**src/rtl/uart_count_reporter_if.sv**
```systemverilog
// Count/handshake bundle between the stopwatch counter and its UART reporter.
// The counter side drives number/enable; the reporter drives the line and status.
interface uart_count_reporter_if #(
   parameter int NUMBER_OF_DIGITS = 4
);
   logic [4*NUMBER_OF_DIGITS-1:0] number;
   logic                          enable;
   logic                          tx;
   logic                          busy;
   logic                          frame_done;

   modport master (
      output number,
      output enable,
      input  tx,
      input  busy,
      input  frame_done
   );

   modport slave (
      input  number,
      input  enable,
      output tx,
      output busy,
      output frame_done
   );
endinterface

```
**src/rtl/uart_count_reporter.sv**
```systemverilog
// Sends the stopwatch count as uppercase ASCII hex plus CR LF over an 8N1 UART
// whenever it differs from the last value sent, so a host terminal mirrors the display.
module uart_count_reporter #(
   parameter int NUMBER_OF_DIGITS            = 4,
   parameter int BOARD_CLOCK_FREQUENCY_IN_HZ = 100_000_000,
   parameter int BAUD_RATE                   = 115200
) (
   input logic                  clk,
   input logic                  rst_n,
   uart_count_reporter_if.slave bus
);

   localparam int W            = 4 * NUMBER_OF_DIGITS;
   localparam int CLKS_PER_BIT = BOARD_CLOCK_FREQUENCY_IN_HZ / BAUD_RATE;
   localparam int CW           = (CLKS_PER_BIT > 1) ? $clog2(CLKS_PER_BIT) : 1;
   localparam int CIW          = $clog2(NUMBER_OF_DIGITS + 2);

   localparam logic [CW-1:0]  CNT_MAX   = CW'(CLKS_PER_BIT - 1);
   localparam logic [CIW-1:0] DIGITS    = CIW'(NUMBER_OF_DIGITS);
   localparam logic [CIW-1:0] LAST_CHAR = CIW'(NUMBER_OF_DIGITS + 1);

   typedef enum logic [1:0] {
      IDLE,
      START,
      DATA,
      STOP
   } state_t;

   state_t         state;
   logic [CW-1:0]  clk_cnt;
   logic [2:0]     bit_idx;
   logic [CIW-1:0] char_idx;
   logic [W-1:0]   snap;
   logic [W-1:0]   last_sent;
   logic           sent_once;
   logic [7:0]     tx_byte;
   logic           tx_q;
   logic           busy_q;
   logic           done_q;

   logic           bit_end;
   logic           start_req;
   logic [CIW-1:0] next_idx;
   logic [7:0]     next_byte;

   function automatic logic [7:0] hex_ascii(input logic [3:0] d);
      if (d < 4'd10)
         return 8'h30 + {4'h0, d};
      else
         return 8'h37 + {4'h0, d};
   endfunction

   assign bit_end   = (clk_cnt == CNT_MAX);
   assign start_req = bus.enable && (!sent_once || (bus.number != last_sent));
   assign next_idx  = char_idx + 1'b1;

   // Character that follows the current one: next digit, then CR, then LF.
   always_comb begin
      next_byte = 8'h0A;
      unique case (1'b1)
         (next_idx < DIGITS):  next_byte = hex_ascii(snap[W-1 -: 4]);
         (next_idx == DIGITS): next_byte = 8'h0D;
         default:              next_byte = 8'h0A;
      endcase
   end

   // Frame sequencer; tx is only ever driven from this flop.
   always_ff @(posedge clk or negedge rst_n) begin
      if (!rst_n) begin
         state     <= IDLE;
         clk_cnt   <= '0;
         bit_idx   <= '0;
         char_idx  <= '0;
         snap      <= '0;
         last_sent <= '0;
         sent_once <= 1'b0;
         tx_byte   <= '0;
         tx_q      <= 1'b1;
         busy_q    <= 1'b0;
         done_q    <= 1'b0;
      end else begin
         done_q <= 1'b0;
         unique case (state)
            IDLE: begin
               clk_cnt <= '0;
               if (start_req) begin
                  state     <= START;
                  tx_q      <= 1'b0;
                  busy_q    <= 1'b1;
                  last_sent <= bus.number;
                  sent_once <= 1'b1;
                  snap      <= bus.number << 4;
                  tx_byte   <= hex_ascii(bus.number[W-1 -: 4]);
                  char_idx  <= '0;
                  bit_idx   <= '0;
               end
            end
            START: begin
               if (bit_end) begin
                  clk_cnt <= '0;
                  bit_idx <= '0;
                  tx_q    <= tx_byte[0];
                  tx_byte <= tx_byte >> 1;
                  state   <= DATA;
               end else begin
                  clk_cnt <= clk_cnt + 1'b1;
               end
            end
            DATA: begin
               if (bit_end) begin
                  clk_cnt <= '0;
                  if (bit_idx == 3'd7) begin
                     tx_q  <= 1'b1;
                     state <= STOP;
                  end else begin
                     bit_idx <= bit_idx + 3'd1;
                     tx_q    <= tx_byte[0];
                     tx_byte <= tx_byte >> 1;
                  end
               end else begin
                  clk_cnt <= clk_cnt + 1'b1;
               end
            end
            STOP: begin
               if (bit_end) begin
                  clk_cnt <= '0;
                  if (char_idx == LAST_CHAR) begin
                     char_idx <= '0;
                     busy_q   <= 1'b0;
                     done_q   <= 1'b1;
                     state    <= IDLE;
                  end else begin
                     char_idx <= next_idx;
                     tx_byte  <= next_byte;
                     snap     <= snap << 4;
                     tx_q     <= 1'b0;
                     state    <= START;
                  end
               end else begin
                  clk_cnt <= clk_cnt + 1'b1;
               end
            end
            default: state <= IDLE;
         endcase
      end
   end

   assign bus.tx         = tx_q;
   assign bus.busy       = busy_q;
   assign bus.frame_done = done_q;

endmodule

```
**src/flat_wrapper.sv**
```systemverilog
// flat-port wrapper written by rule: the top's interface ports become plain ports
module uart_count_reporter_flat 
#(
   parameter int NUMBER_OF_DIGITS            = 4,
   parameter int BOARD_CLOCK_FREQUENCY_IN_HZ = 100_000_000,
   parameter int BAUD_RATE                   = 115200
)
  (clk, rst_n, bus_number, bus_enable, bus_tx, bus_busy, bus_frame_done);
  uart_count_reporter_if #(.NUMBER_OF_DIGITS(NUMBER_OF_DIGITS)) bus_i ();
  input logic clk;
  input logic rst_n;
  input wire logic [$bits(bus_i.number)-1:0] bus_number;
  input wire logic [$bits(bus_i.enable)-1:0] bus_enable;
  output wire logic [$bits(bus_i.tx)-1:0] bus_tx;
  output wire logic [$bits(bus_i.busy)-1:0] bus_busy;
  output wire logic [$bits(bus_i.frame_done)-1:0] bus_frame_done;
  assign bus_i.number = bus_number;
  assign bus_i.enable = bus_enable;
  assign bus_tx = bus_i.tx;
  assign bus_busy = bus_i.busy;
  assign bus_frame_done = bus_i.frame_done;
  uart_count_reporter #(.NUMBER_OF_DIGITS(NUMBER_OF_DIGITS), .BOARD_CLOCK_FREQUENCY_IN_HZ(BOARD_CLOCK_FREQUENCY_IN_HZ), .BAUD_RATE(BAUD_RATE)) u_core (.clk(clk), .rst_n(rst_n), .bus(bus_i));
endmodule
```
**config.mk**
```make
export PLATFORM = sky130hd
export DESIGN_NAME = uart_count_reporter_flat
export DESIGN_NICKNAME = d
export VERILOG_FILES = /design/src/rtl/uart_count_reporter_if.sv /design/src/rtl/uart_count_reporter.sv /design/src/flat_wrapper.sv
export SDC_FILE = /design/constraint.sdc
export NUM_CORES = 1
export LEC_CHECK = 0
export ABC_AREA = 1
export CAP_MARGIN = 20
export CELL_PAD_IN_SITES_DETAIL_PLACEMENT = 2
export CELL_PAD_IN_SITES_GLOBAL_PLACEMENT = 2
export CORE_ASPECT_RATIO = 1.4
export CORE_MARGIN = 1.5
export CORE_UTILIZATION = 38
export DETAILED_ROUTE_END_ITERATION = 10
export HOLD_SLACK_MARGIN = 0.05
export PLACE_DENSITY = 0.88
export SYNTH_ARGS = -nofsm -noshare
export SYNTH_HDL_FRONTEND = slang
export SYNTH_SLANG_ARGS = --single-unit
```
**constraint.sdc**
```tcl
create_clock -name clk -period 4 [get_ports clk]
set_input_delay 1 -clock clk [delete_from_list [all_inputs] [get_ports clk]]
set_output_delay 1 -clock clk [all_outputs]
set_load 0.01 [all_outputs]
```
==> metrics, run 1 <==
Leak Pwr 1.94 nW; Worst-Margin Slew 1060 ps; initial drt markers 92; Worst-path clk slew 50 ps; post-synthesis cell area 0.00341 sq mm; total CTS buffers 9; most frequent CP cell nand2_1; clk_lat worst skew 340 ps; largest family of logic cells by synthesized area simple AND/OR/NAND/NOR gates; placed cell area 0.00366 sq mm; RSZ-0062 raised after global routing false; design area 0.00395 sq mm; hold path startpoint u_core.sent_once$_DFFE_PN0P_; syn avg cell area 7.57 sq um; Die W 83.0 microns; Core ar. 0.00866 sq mm; CTS root buf clkbuf_16; syn_nets 479; CTS sink count 57; Rows 40; P per Cell Area 841 mW/mm^2; synthesis-to-finish area growth 15.8%; xor/xnor cell area share of the yosys netlist 2.06%; postcts setup bufs 0; mux share of post-synthesis cell area 0%; setup TNS 0 ps; Fin. Hold Viols 0; CP max stage delay 480 ps; dpl cells 561; overall routing resource usage 27.6%; worst path required time 4270 ps; io pins 22; setup slack, reg-to-reg 1250 ps; Layout Cells excl Fill 577; Slowest cell on crit path clkdlybuf4s50_1; DRC 0; Max Slew Vio Count 0; Final ANT Viol Nets 0; drt wl/cell 21.1 microns; Hold EP u_core.sent_once$_DFFE_PN0P_; global-route wire length before repair 19.9 mm; Worst setup SP type input pin; min-delay worst type register to register; initial core utilization 39.4%; Synth Register Bits 57; f_max 326 MHz; Worst R2R Start u_core.state[0]$_DFFE_PN0P_; Setup crit end kind register; maximum vdd drop 0.376 mV; Synth Area in Adders 3.67%; hold path depth 2; gr ovfl total 0; IO buf count 21; synthesis warning total 0; Pre-Repair DR Iteration Count 4; largest net degree at the start of global routing 35; GP Congestion 0.760; CTS Hold Buffers Added 0; Critical path buffers and inverters 2; fin nets 496; CP cell instances clkdlybuf4s50_1 -> inv_1 -> nand2_1 -> o21ai_0 -> nor2_1 -> nand2_1 -> nor2_1 -> nand2_1 -> nand2_2 -> nand2_4 -> nand3_2 -> nand2_1 -> nand2_1; DPL Wire Length 7.54 mm; Max Root-Sink Buffers 2; post-route clock period utilization 76.7%; worst r2r dst u_core.snap[15]$_DFFE_PN0P_; Compound-Gate Fraction of Synth Area 11.5%; synth top area cells dfrtp_1 (41%), nand2_1 (16%), nand4_1 (5.0%); Synth Area in Simple Gates 32.7%; CTS tree done; number of global-route vias before repair 3,639; CP max FO 34; final setup vio count 0; commonest non-fill, non-tap cell in the layout nand2_1; CP Data Arrival Time 3340 ps; die area 0.00955 sq mm; top cell type by total area after synthesis dfrtp_1; final WL 12.2 mm; Die Height 115 microns; level count of the clock H-tree 3; run status complete, no violations; most frequent cells in the layout nand2_1 (145), dfrtp_1 (56), inv_1 (43); Yosys cell types 41; depth of the most critical reg-to-reg path 7; Setup Skew 11.5 ps; Crit path max-delay family simple AND/OR/NAND/NOR gates; Via density 5.51; Worst Path Class, Setup input pin to register; relative slew slack 29.3%; fin crit period 3070 ps; antenna violations before repair 0; Antenna Cells 0; Cells after Synth 450; Max-cap violations 0; layout cells sized above 1 9.11%; CTS resizes 0; Yosys top cell area share 41.1%; sequential fraction of the synthesis area 41.9%; via count 3,180
-- through the flow --
step / utilization (%) / total power [W] / hold WS (ps) / setup slack, ps
global route: 45.6 / 0.00354 / 497 / 794
floorplan: - / 0.00204 / 422 / 1980
CTS: 45.6 / 0.00334 / 474 / 929
detailed placement: 42.2 / 0.00243 / 462 / 742
finish: 45.6 / 0.00332 / 471 / 934
global placement: 42.2 / 0.00230 / 442 / 930
-- power by group --
| group | internal, W | leakage (nW) | switching, W |
|---|---|---|---|
| clock | 0.000497 | 0.144 | 0.000278 |
| combinational | 0.000488 | 1.07 | 0.00106 |
| sequential | 0.000805 | 0.724 | 0.000194 |
| total | 0.00179 | 1.94 | 0.00153 |
-- per-layer routing --
| layer | global-route usage, % | vias up | wire length [microns] |
|---|---|---|---|
| met5 | 0 | - | 0 |
| met4 | 12.7 | 0 | 354 |
| met2 | 52.0 | 41 | 6720 |
| li1 | - | 1495 | - |
| met3 | 4.67 | 22 | 206 |
| met1 | 30.1 | 1622 | 4900 |
-- worst max-delay path by stage --
| stage | cells past startpoint | startpoint | slack, ps | endpoint |
|---|---|---|---|---|
| floorplan | 12 | bus_number[9] | 1980 | u_core.snap[10]$_DFFE_PN0P_ |
| global placement | 13 | bus_number[5] | 930 | u_core.snap[7]$_DFFE_PN0P_ |
| detailed placement | 13 | bus_number[5] | 740 | u_core.snap[5]$_DFFE_PN0P_ |
| CTS | 13 | bus_number[5] | 930 | u_core.snap[15]$_DFFE_PN0P_ |
| global route | 13 | bus_number[5] | 790 | u_core.snap[15]$_DFFE_PN0P_ |
| finish | 13 | bus_number[5] | 930 | u_core.snap[15]$_DFFE_PN0P_ |
-- cell usage after synthesis (all sizes together) --
cell and instances:
nand2 154, dfrtp 56, inv 47, o21ai 38, nor2 31, nand4 28
a21oi 24, nand3 20, buf 11, ha 10, clkbuf 5, nor3 5
xor2 5, xnor2 3, clkinv 2, o211ai 2, o21a 2, a21boi 1
a31oi 1, dfstp 1, nor3b 1, o22ai 1, o31ai 1, or2 1
-- flip-flops by register name, indices dropped and copies added (netlist names) --
| signal | flops |
|---|---|
| u_core.last_sent | 16 |
| u_core.snap | 12 |
| u_core.clk_cnt | 10 |
| u_core.tx_byte | 7 |
| u_core.bit_idx | 3 |
| u_core.char_idx | 3 |
| u_core.state | 2 |
| u_core.bus.busy | 1 |
| u_core.bus.frame_done | 1 |
| u_core.bus.tx | 1 |
| u_core.sent_once | 1 |
-- worst reg2reg max path, delay by kind of cell, from the launching register on --
family | cells | cell delay [ps]
adder cells (fa/ha/maj) | 1 | 900
flip-flops | 1 | 460
buffers and inverters | 2 | 460
AND/OR/NAND/NOR | 4 | 850
-- cells by family after synthesis --
group	count (synthesis)
xor gates and xnor gates	8
DFF	57
and+or+nand+nor	240
buffers and inverters	65
adders and majority gates	10
AOI/OAI and AO/OA	70
-- layout make-up --
cell class / count / area (sq um)
Clock inverter: 3 / 40.0
Multi-Input combinational cell: 328 / 1700
Inverter: 49 / 185
Timing Repair Buffer: 22 / 213
Clock buffer: 13 / 250
Sequential cell: 57 / 1430
Tap cell: 105 / 131
Fill cell: 1003 / 4710
Power figures use the tool's default switching activity.
==> run 2, diff against run 1 <==
--- a/config.mk
+++ b/config.mk
@@ -11,10 +11,10 @@
 export CELL_PAD_IN_SITES_GLOBAL_PLACEMENT = 2
 export CORE_ASPECT_RATIO = 1.4
 export CORE_MARGIN = 1.5
-export CORE_UTILIZATION = 38
+export CORE_UTILIZATION = 35
 export DETAILED_ROUTE_END_ITERATION = 10
 export HOLD_SLACK_MARGIN = 0.05
-export PLACE_DENSITY = 0.88
+export PLACE_DENSITY = 0.82
 export SYNTH_ARGS = -nofsm -noshare
 export SYNTH_HDL_FRONTEND = slang
 export SYNTH_SLANG_ARGS = --single-unit
==> constraint.sdc (replaced) <==
create_clock -name clk -period 3.1 [get_ports clk]
set_input_delay 0.775 -clock clk [delete_from_list [all_inputs] [get_ports clk]]
set_output_delay 0.775 -clock clk [all_outputs]
set_load 0.01 [all_outputs]
==> metrics, run 2 (synthesis gave the netlist of run 1 again) <==
run status complete, no violations; fin crit period 2680 ps; antenna violations before repair 0 (unchanged); Die W 86.4 microns (+4.0%); Core ar. 0.00946 sq mm (+9.2%); global-route wire length before repair 17.3 mm (-13%); Die Height 120 microns (+4.1%); relative slew slack 53.3% (+24 points); design area 0.00397 sq mm (+0.67%); CTS root buf clkbuf_16; Crit path max-delay family simple AND/OR/NAND/NOR gates; Critical path buffers and inverters 2 (unchanged); CTS Hold Buffers Added 0 (unchanged); clk_lat worst skew 340 ps (about the same); Rows 42 (+5.0%); Final ANT Viol Nets 0 (unchanged); maximum vdd drop 0.348 mV (-7.5%); initial drt markers 87 (-5.4%); number of flip-flops in the largest register 16 (unchanged); Max Root-Sink Buffers 2 (unchanged); Antenna Cells 0 (unchanged); DPL Wire Length 7.36 mm (-2.4%); Max-cap violations 0 (unchanged); via count 3,128 (-1.6%); number of global-route vias before repair 3,552 (-2.4%); Biggest register u_core.last_sent; Max Slew Vio Count 0 (unchanged); total CTS buffers 9 (unchanged); f_max 374 MHz; setup TNS 0 ps (unchanged); synthesis-to-finish area growth 16.6%; CP max FO 34 (unchanged); most frequent CP cell nand2_1; largest registers u_core.last_sent: 16 flops, u_core.snap: 12 flops, u_core.clk_cnt: 10 flops; placed cell area 0.00370 sq mm (+1.1%); final setup vio count 0 (unchanged); CP Data Arrival Time 2940 ps (-400 ps); RSZ-0062 raised after global routing false; final WL 9.96 mm (-18%); CTS tree done; drt wl/cell 17.0 microns (-19%); Pre-Repair DR Iteration Count 4 (unchanged); CP max stage delay 480 ps (about the same); level count of the clock H-tree 3 (unchanged); Setup crit end kind register; min-delay worst type register to register; Via density 5.35 (-3.0%); initial core utilization 36.0% (-3.3 points); Worst-path clk slew 50 ps (about the same); Slowest cell on crit path clkdlybuf4s50_1; postcts setup bufs 0 (unchanged); worst path required time 3370 ps (-900 ps); io pins 22 (unchanged); overall routing resource usage 21.6% (-6.0 points); CTS resizes 0 (unchanged); layout cells sized above 1 9.89% (+0.78 points); DRC 0 (unchanged); P per Cell Area 1020 mW/mm^2 (+21%); most frequent cells in the layout nand2_1 (145), dfrtp_1 (56), inv_1 (43); Layout Cells excl Fill 585 (+1.4%); CP cell instances clkdlybuf4s50_1 -> inv_1 -> nand2_1 -> o21ai_0 -> nor2_1 -> nand2_1 -> nor2_1 -> nand2_1 -> nand2_2 -> nand2_4 -> nand3_2 -> nand2_1 -> nand2_1; CTS sink count 57 (unchanged); post-route clock period utilization 86.3%; IO buf count 21 (unchanged); Worst Path Class, Setup input pin to register; Worst setup SP type input pin; commonest non-fill, non-tap cell in the layout nand2_1; Leak Pwr 1.96 nW (+0.77%); die area 0.0103 sq mm (+8.3%); fin nets 499 (+0.60%); dpl cells 569 (+1.4%); Fin. Hold Viols 0 (unchanged); Setup Skew 4.87 ps (-6.59 ps); gr ovfl total 0 (unchanged); GP Congestion 0.773 (+1.7%); Worst-Margin Slew 700 ps (-360 ps); largest net degree at the start of global routing 35 (unchanged)
==> run 2: cell types whose count changed in the layout (fill, tap and decap cells not counted) <==
cell       change
bufinv_16      -1
clkinv_2       +1
clkbuf_1       -1
buf_4          +2
buf_12         +1
clkbuf_8       +1
==> run 2: path summary, 6_finish.rpt <==
| check | slack, ps | cells after the start | startpoint | end |
|---|---|---|---|---|
| max in group asynchronous | 2000 | 2 | rst_n | u_core.state[0]$_DFFE_PN0P_ |
| min reg2reg | 460 | 2 | u_core.sent_once$_DFFE_PN0P_ | u_core.sent_once$_DFFE_PN0P_ |
| min in group asynchronous | 490 | 1 | rst_n | u_core.tx_byte[5]$_DFFE_PN0P_ |
| max | 420 | 13 | bus_number[5] | u_core.snap[6]$_DFFE_PN0P_ |
| min | 460 | 2 | u_core.sent_once$_DFFE_PN0P_ | u_core.sent_once$_DFFE_PN0P_ |
| max reg2reg | 890 | 6 | u_core.state[0]$_DFFE_PN0P_ | u_core.snap[6]$_DFFE_PN0P_ |
==> run 2: metrics by stage <==
stage	worst slack, ps	total power, W	util [%]	hold WS [ps]
2_1_floorplan	1300	0.00264	-	422
3_3_place_gp	233	0.00300	39.1	442
3_5_place_dp	114	0.00314	39.1	447
4_1_cts	405	0.00413	42.0	461
5_1_grt	243	0.00441	42.0	487
6_report	424	0.00406	42.0	457
==> run 2: power breakdown <==
part	total (W)	internal (W)	switching, W
Combinational	0.00187	0.000643	0.00123
Sequential	0.00127	0.00104	0.000230
Clock	0.000918	0.000579	0.000339
==> run 2: worst reg2reg max path, delay by kind of cell (launching register included) <==
family / cells / cell delay [ps]
adder cells (fa/ha/maj): 1 / 510
flip-flops: 1 / 470
AO/OA/AOI/OAI: 1 / 420
AND/OR/NAND/NOR: 3 / 570
buffers and inverters: 1 / 140
==> run 2: cell type report <==
| type | instances | area [sq um] |
|---|---|---|
| Fill cell | 1099 | 5490 |
| Multi-Input combinational cell | 328 | 1700 |
| Sequential cell | 57 | 1430 |
| Clock buffer | 13 | 260 |
| Timing Repair Buffer | 25 | 248 |
| Inverter | 49 | 185 |
| Tap cell | 110 | 138 |
| Clock inverter | 3 | 15.0 |
==> run 2: per-layer routing <==
layer  vias up  track usage [%]  part of all wire [%]
met1      1575             23.2                    40
met5         -                0                     0
li1       1498                -                     -
met4         0             10.3                   3.0
met2        35             40.3                    55
met3        20             3.23                   1.9
==> run 3, diff against run 2 <==
--- a/config.mk
+++ b/config.mk
@@ -13,6 +13,7 @@
 export CORE_MARGIN = 1.5
 export CORE_UTILIZATION = 35
 export DETAILED_ROUTE_END_ITERATION = 10
+export GPL_ROUTABILITY_DRIVEN = 0
 export HOLD_SLACK_MARGIN = 0.05
 export PLACE_DENSITY = 0.82
 export SYNTH_ARGS = -nofsm -noshare
==> results of run 3 <==
The final DEF is identical to that of run 2; final timing and power are the same.
